### config.mk
export PLATFORM = sky130hd
export DESIGN_NAME = mem_port_arbiter
export DESIGN_NICKNAME = d
export VERILOG_FILES = /design/src/rtl/mem_port_arbiter.sv
export SDC_FILE = /design/constraint.sdc
export NUM_CORES = 1
export LEC_CHECK = 0
export CAP_MARGIN = 20
export CORE_MARGIN = 2
export CORE_UTILIZATION = 25
export DETAILED_ROUTE_END_ITERATION = 7
export PLACE_DENSITY = 0.65
export SYNTH_ARGS = -nofsm -noshare
export SYNTH_HDL_FRONTEND = slang
export SYNTH_SLANG_ARGS = --single-unit
### constraint.sdc
create_clock -name clk -period 1.6 [get_ports clk]
set_input_delay 0.32 -clock clk [delete_from_list [all_inputs] [get_ports clk]]
set_output_delay 0.32 -clock clk [all_outputs]
set_load 0.005 [all_outputs]
### src/rtl/mem_port_arbiter.sv
// Round-robin arbiter sharing one single-port, registered-read BRAM between two requesters.
// Define MEM_ARB_BOUNDS_CHK_EN to reject (with rs_err) requests whose upper address bits are set.
module mem_port_arbiter #(
  parameter int ADDR_W = 10,
  parameter int DATA_W = 32
) (
  input  logic              clk,
  input  logic              rst,
  input  logic              rq_valid_0,
  input  logic              rq_write_0,
  input  logic [31:0]       rq_addr_0,
  input  logic [DATA_W-1:0] rq_wdata_0,
  output logic              rq_ready_0,
  output logic              rs_valid_0,
  output logic [DATA_W-1:0] rs_rdata_0,
  output logic              rs_err_0,
  input  logic              rq_valid_1,
  input  logic              rq_write_1,
  input  logic [31:0]       rq_addr_1,
  input  logic [DATA_W-1:0] rq_wdata_1,
  output logic              rq_ready_1,
  output logic              rs_valid_1,
  output logic [DATA_W-1:0] rs_rdata_1,
  output logic              rs_err_1,
  output logic              mem_en,
  output logic              mem_we,
  output logic [ADDR_W-1:0] mem_addr,
  output logic [DATA_W-1:0] mem_din,
  input  logic [DATA_W-1:0] mem_dout,
  output logic [1:0]        dbg_state
);

  // Handshake: a request is transferred in the cycle where rq_valid_N && rq_ready_N;
  // the requester holds valid and all fields stable until then. Responses are 1-cycle
  // rs_valid_N pulses with no back-pressure.

  typedef enum logic [1:0] {
    IDLE   = 2'd0,
    ACCESS = 2'd1,
    RESP   = 2'd2
  } state_t;

  state_t              r_state;
  logic                r_rr_ptr;
  logic                r_rr_seen;
  logic                r_cmd_port;
  logic                r_cmd_write;
  logic                r_cmd_err;
  logic                r_mem_en;
  logic                r_mem_we;
  logic [ADDR_W-1:0]   r_mem_addr;
  logic [DATA_W-1:0]   r_mem_din;
  logic                r_rs_valid_0;
  logic                r_rs_valid_1;

  logic                w_window;
  logic                w_winner;
  logic                w_accept;
  logic                w_sel_write;
  logic                w_sel_err;
  logic                w_hi_0;
  logic                w_hi_1;
  logic [ADDR_W-1:0]   w_sel_addr;
  logic [DATA_W-1:0]   w_sel_wdata;
  logic                w_unused_addr;

  // Accepts are blocked while reset is asserted so nothing is granted into a dropped cycle.
  assign w_window = rst && ((r_state == IDLE) || (r_state == RESP));

  // With no grant since reset, port 0 wins a tie; afterwards the last winner yields.
  assign w_winner = (rq_valid_0 && rq_valid_1) ? (r_rr_seen && !r_rr_ptr) : rq_valid_1;
  assign w_accept = w_window && (rq_valid_0 || rq_valid_1);

  assign rq_ready_0 = w_accept && !w_winner;
  assign rq_ready_1 = w_accept && w_winner;

  assign w_sel_write = w_winner ? rq_write_1 : rq_write_0;
  assign w_sel_addr  = w_winner ? rq_addr_1[ADDR_W-1:0] : rq_addr_0[ADDR_W-1:0];
  assign w_sel_wdata = w_winner ? rq_wdata_1 : rq_wdata_0;

`ifdef MEM_ARB_BOUNDS_CHK_EN
  assign w_hi_0 = |rq_addr_0[31:ADDR_W];
  assign w_hi_1 = |rq_addr_1[31:ADDR_W];
`else
  assign w_hi_0 = 1'b0;
  assign w_hi_1 = 1'b0;
`endif
  assign w_sel_err     = w_winner ? w_hi_1 : w_hi_0;
  assign w_unused_addr = ^{rq_addr_0[31:ADDR_W], rq_addr_1[31:ADDR_W]};

  always_ff @(posedge clk or negedge rst) begin
    if (!rst) begin
      r_state      <= IDLE;
      r_rr_ptr     <= 1'b0;
      r_rr_seen    <= 1'b0;
      r_cmd_port   <= 1'b0;
      r_cmd_write  <= 1'b0;
      r_cmd_err    <= 1'b0;
      r_mem_en     <= 1'b0;
      r_mem_we     <= 1'b0;
      r_mem_addr   <= '0;
      r_mem_din    <= '0;
      r_rs_valid_0 <= 1'b0;
      r_rs_valid_1 <= 1'b0;
    end else begin
      case (r_state)
        IDLE, RESP: begin
          r_rs_valid_0 <= 1'b0;
          r_rs_valid_1 <= 1'b0;
          if (w_accept) begin
            r_cmd_port  <= w_winner;
            r_cmd_write <= w_sel_write;
            r_cmd_err   <= w_sel_err;
            r_rr_ptr    <= w_winner;
            r_rr_seen   <= 1'b1;
            // BRAM controls are registered here so they appear exactly in ACCESS.
            r_mem_en    <= !w_sel_err;
            r_mem_we    <= w_sel_write && !w_sel_err;
            r_mem_addr  <= w_sel_addr;
            r_mem_din   <= w_sel_wdata;
            r_state     <= ACCESS;
          end else begin
            r_state     <= IDLE;
          end
        end
        ACCESS: begin
          r_mem_en     <= 1'b0;
          r_mem_we     <= 1'b0;
          r_mem_addr   <= '0;
          r_mem_din    <= '0;
          r_rs_valid_0 <= !r_cmd_port;
          r_rs_valid_1 <= r_cmd_port;
          r_state      <= RESP;
        end
        default: begin
          r_state <= IDLE;
        end
      endcase
    end
  end

  // mem_dout is valid in RESP, the cycle after the enable cycle.
  assign rs_valid_0 = r_rs_valid_0;
  assign rs_valid_1 = r_rs_valid_1;
  assign rs_rdata_0 = (r_rs_valid_0 && !r_cmd_write && !r_cmd_err) ? mem_dout : '0;
  assign rs_rdata_1 = (r_rs_valid_1 && !r_cmd_write && !r_cmd_err) ? mem_dout : '0;
  assign rs_err_0   = r_rs_valid_0 && r_cmd_err;
  assign rs_err_1   = r_rs_valid_1 && r_cmd_err;

  assign mem_en    = r_mem_en;
  assign mem_we    = r_mem_we;
  assign mem_addr  = r_mem_addr;
  assign mem_din   = r_mem_din;
  assign dbg_state = r_state;

endmodule
; ---- After elaboration in Yosys (flattened, before gate mapping)
; Cells that the tools add are included.
[totals]
word_cells = 49
out_inout_bits = 116
register_bits = 51
[classes]
eq_ne = 3
n_reduce_logical = 18
n_mux = 18
[ops]
columns = op, count
row1 = $mux W32, 4
row2 = $pmux W32 S2, 1
row3 = $mux W10, 2
row4 = $pmux W10 S2, 1
row5 = $logic_and A1 B1 Y1, 8
row6 = $pmux W1 S2, 4
row7 = $mux W1, 5
row8 = $pmux W2 S2, 1
row9 = $reduce_and A2 Y1, 2
row10 = $logic_not A1 Y1, 3
row11 = $eq A2 B1 Y1 const B, 1
row12 = $eq A2 B2 Y1 const B, 1
row13 = $logic_not A2 Y1, 1
row14 = $logic_or A1 B1 Y1, 2
row15 = $ne A2 B2 Y1 const B, 1
row16 = $reduce_bool A2 Y1, 1
row17 = $reduce_or A2 Y1, 1

; ---- Logic depth before layout (Yosys ltp)
[depth]
depth_word = 6
mapped_depth = 5
mapped_depth_nobuf = 3

; ---- Worst setup path after synthesis
; Ideal clock, no wire load.
[synth_timing]
path_type = reg2out
startpoint = register r_state[0] (netlist: dbg_state[0])
endpoint = output port rq_ready_1
path_stages_with_launch = 4
n_path_buf = 1
setup_slack_ns = 0.177
t_arrival_ns = 1.103
path_cell_list = dfrtp_1 nand3b_1 a21oi_2 buf_6
[synth_via]
elab_chain_len = 5
[synth_rtl]
columns = element, line_no
row1 = from (decl), 43  ; state_t r_state;
row2 = from (signal assigned), 93  ; r_state <= IDLE;
row3 = from (signal assigned), 121  ; r_state <= ACCESS;
row4 = from (signal assigned), 123  ; r_state <= IDLE;
row5 = $eq A2 B2 Y1 or $logic_not A2 Y1 (tied branches), 68  ; assign w_window = rst && ((r_state == IDLE) || (r_state == RESP));
row6 = $logic_or A1 B1 Y1 *, 68
row7 = $logic_and A1 B1 Y1 *, 68
row8 = $logic_and A1 B1 Y1 *, 72  ; assign w_accept = w_window && (rq_valid_0 || rq_valid_1);
row9 = $logic_and A1 B1 Y1 *, 75  ; assign rq_ready_1 = w_accept && w_winner;
row10 = to (decl), 21  ; output logic rq_ready_1,
; Mark *: on every way between the ends. The rest lies on a longest branch, timed or not.

; ---- Worst setup path after layout
[layout_timing]
startpoint = register r_cmd_write
endpoint = output port rs_rdata_1[26]
[layout_via]
elab_chain_len = 3
[layout_rtl]
columns = element, line_no
row1 = from (decl), 47  ; logic r_cmd_write;
row2 = from (signal assigned), 112  ; r_cmd_write <= w_sel_write;
row3 = $logic_not A1 Y1, 146  ; assign rs_rdata_1 = (r_rs_valid_1 && !r_cmd_write && !r_cmd_err) ? mem_dout : '0;
row4 = $logic_and A1 B1 Y1, 146
row5 = $mux W32, 146
row6 = to (decl), 23  ; output logic [DATA_W-1:0] rs_rdata_1,
; No other way between the ends.

==> flow_metrics.py <==
metrics = {
    "yosys": {
        "synth_warnings": 0,
        "ys_types": 26,
        "yosys.area_share.simple_pct": 31.5,
        "seq_area_frac_synth_pct": 43.2,
        "synth_top_cell_area_share_pct": 43.2,
        "synth_mux_area_share_pct": 0.339,
        "synth_commonest_cells": "and2_1, dfrtp_1, a221o_1",
        "syn-cell-area_sq_um": 2950,
        "post_synth_inst_count": 257,
        "synth_compound_area_share_pct": 16.4,
        "synth_edf_count": 0,
        "ys_async_sr_fraction_pct": 100,
        "synth_top_area_cell": "dfrtp_1",
        "synth_area_leaders": "dfrtp_1, a221o_1, and2_1",
        "ys.flop_type": "dfrtp_1",
        "synth_most_common_cell": "and2_1",
        "synth_adder_area_share_pct": 0,
        "synth-xor-area-share_pct": 0,
        "synth_top_family_by_area": "simple AND/OR/NAND/NOR gates",
        "ys_ff_latch": 51,
        "avgSynthCellArea_sq_um": 11.5,
    },
    "placement": {
        "io_buffers": 235,
        "gp_congestion": 0.782,
        "pre_cts_slack_ps": -386,
        "post-place-cells": 626,
        "dpl.hpwl_microns": 8050,
        "place_area_sq_um": 5480,
    },
    "critical_path": {
        "critPathArrivalTime_ps": 1490,
        "path_buf_inv": 4,
        "crit_chain": "nor2b_4 > buf_6 > buf_6 > buf_16 > and2_4 > buf_6",
        "critPathKind": "flop to primary output",
        "endpoint_kind": "primary output",
        "path_delay_family": "flip-flops",
        "worstPathMaxFanout": 8,
        "slowest_delay_ps": 460,
        "cp.required_ps": 1280,
        "cp_common_cell": "buf_6",
        "crit_slowest_cell": "dfrtp_2",
        "startpoint_type": "flop",
    },
    "final_layout": {
        "final_layout_size_suffix_gt1_share_pct": 36.0,
        "fin_nets": 676,
        "syn2layout_area_growth_pct": 107,
        "largest_reg_flops": 32,
        "final_area_sq_um": 6110,
        "final_cells": 655,
    },
    "route": {
        "dr_total_vias": 3225,
        "drc_errors": 0,
        "firstDrtPassIters": 4,
        "ant_nets": 0,
        "post_drt_wl_per_cell_microns": 18.4,
        "drt_iter0_markers": 149,
        "vias_per_cell": 4.92,
        "wirelength_microns": 12100,
    },
    "clock_network": {
        "clockBufferDepth": 2,
        "htree_levels": 2,
        "clock-sinks": 51,
        "clk_pin_slew_ps": 70,
        "cts_root_buffer": "clkbuf_16",
        "cts_tree": "built",
        "holdBufCountCts": 0,
        "cts_inserted_buffers": 5,
        "clk_latency_ps": 290,
    },
    "pwr": {
        "power.total_w": 0.00472,
        "p_leak_nw": 2.83,
        "ir_drop_mv": 0.442,
        "p_per_area_nw_per_um2": 773,
    },
    "die": {
        "io_pins": 282,
        "die_y_microns": 113,
        "dieArea_sq_um": 12700,
        "chipWidth_microns": 113,
        "rows": 39,
        "core_region_area_sq_um": 11500,
        "initial_core_util_pct": 25.8,
    },
    "run": {
        "drv_cap": 0,
    },
    "run_status": {
        "outcome": "complete, but fails checks",
        "violations": "negative hold slack, negative setup slack",
    },
    "worst_hold_path": {
        "min_path_type": "primary input to async pin",
    },
    "global_routing": {
        "grt-ovfl-total": 0,
        "antenna_found_initial": 1,
        "grt_pass1_wl_microns": 17900,
        "grt_max_degree": 44,
        "grtUsageTotal_pct": 17.6,
        "grt_pass1_vias": 3349,
    },
    "timing": {
        "min_period_ps": 1810,
        "slew_violations": 0,
        "finalCritPeriodShare_pct": 113,
        "fmax_mhz": 553,
        "rsz0062_at_grt": "yes",
        "fin_skew_ps": 4.47,
        "hold_slack_ps": -0.537,
        "setup_ws_ps": -210,
        "finalHoldViolCount": 3,
        "setup-violations-final": 55,
    },
}
## worst reg2reg max path, delay by kind of cell (launching register included)
kind | cells | cell delay (ps)
AOI/OAI and AO/OA | 2 | 400
and+or+nand+nor | 1 | 190
DFF | 1 | 390
buffers and inverters | 3 | 460
## logic make-up (layout without fill, tap and decap cells)
kind of cell,count (synthesis),in the layout
AO/OA/AOI/OAI,49,49
buffers and inverters,32,285
flip-flops,51,51
multiplexers,1,1
other,1,3
AND/OR/NAND/NOR,123,123
## final cells by class
cell class / instances / area (sq um)
flip-flops and latches: 51 / 1280
diodes: 1 / 2.50
clock buffers: 6 / 139
fillers: 1018 / 5360
repair buffers: 276 / 2870
well taps: 143 / 179
clock inverters: 2 / 38.8
inverters: 1 / 3.75
multi-input cells: 175 / 1590
## path summary, 6_finish.rpt
path,start,end,slack (ps),cells after the start
worst min-delay path,rst,rs_valid_0,-0.5,2
max in group asynchronous,rst,mem_din[13],1130,2
worst max register to register,dbg_state[0],mem_din[8],50,6
worst max-delay path,r_cmd_write,rs_rdata_1[26],-210,6
worst min register to register,r_rr_seen,r_rr_seen,500,1
min in group clk,r_rr_seen,r_rr_seen,500,1
## layer usage
| metal | track usage (%) | up-vias | part of all wire (%) |
|---|---|---|---|
| li1 | - | 1495 | - |
| met1 | 20.3 | 1538 | 38 |
| met2 | 32.0 | 172 | 51 |
| met3 | 5.09 | 20 | 8.4 |
| met4 | 4.55 | 0 | 2.4 |
| met5 | 0 | - | 0 |
## per-stage QoR
| stage | setup TNS (ps) | util (%) | hold slack [ps] |
|---|---|---|---|
| CTS | -13400 | 52.3 | 0.116 |
| floorplan | 0 | - | 24.4 |
| global placement | -22140 | 47.8 | 305 |
| detailed placement | -23760 | 47.8 | 318 |
| finish | -8940 | 53.3 | -0.537 |
| global route | -12090 | 53.3 | 24.7 |
## cell usage in the layout (no fill, tap or decap), types with 3 or more instances in the layout
cell type	n
a221o_1	44
and2_1	12
and2_4	53
and4b_1	39
and4b_2	4
buf_12	4
buf_16	4
buf_2	14
buf_4	18
buf_6	64
clkbuf_16	7
clkdlybuf4s50_1	162
dfrtp_1	49
dlygate4sd2_1	5
nand2_1	3
## where the power goes
group	total [W]	switching, W	internal [W]
sequential	0.00164	0.000141	0.00150
clock	0.00128	0.000496	0.000787
combinational	0.00180	0.000594	0.00120
total	0.00472	0.00123	0.00349
## what timing repair did
action | CTS | global route
cloned | 6 | 2
resized for setup | 369 | 40
pin swaps | 53 | 7
endpoints found under the setup margin | 75 | 96
setup buffers | 16 | 4
Note: power is estimated with default switching activity, not from simulation.
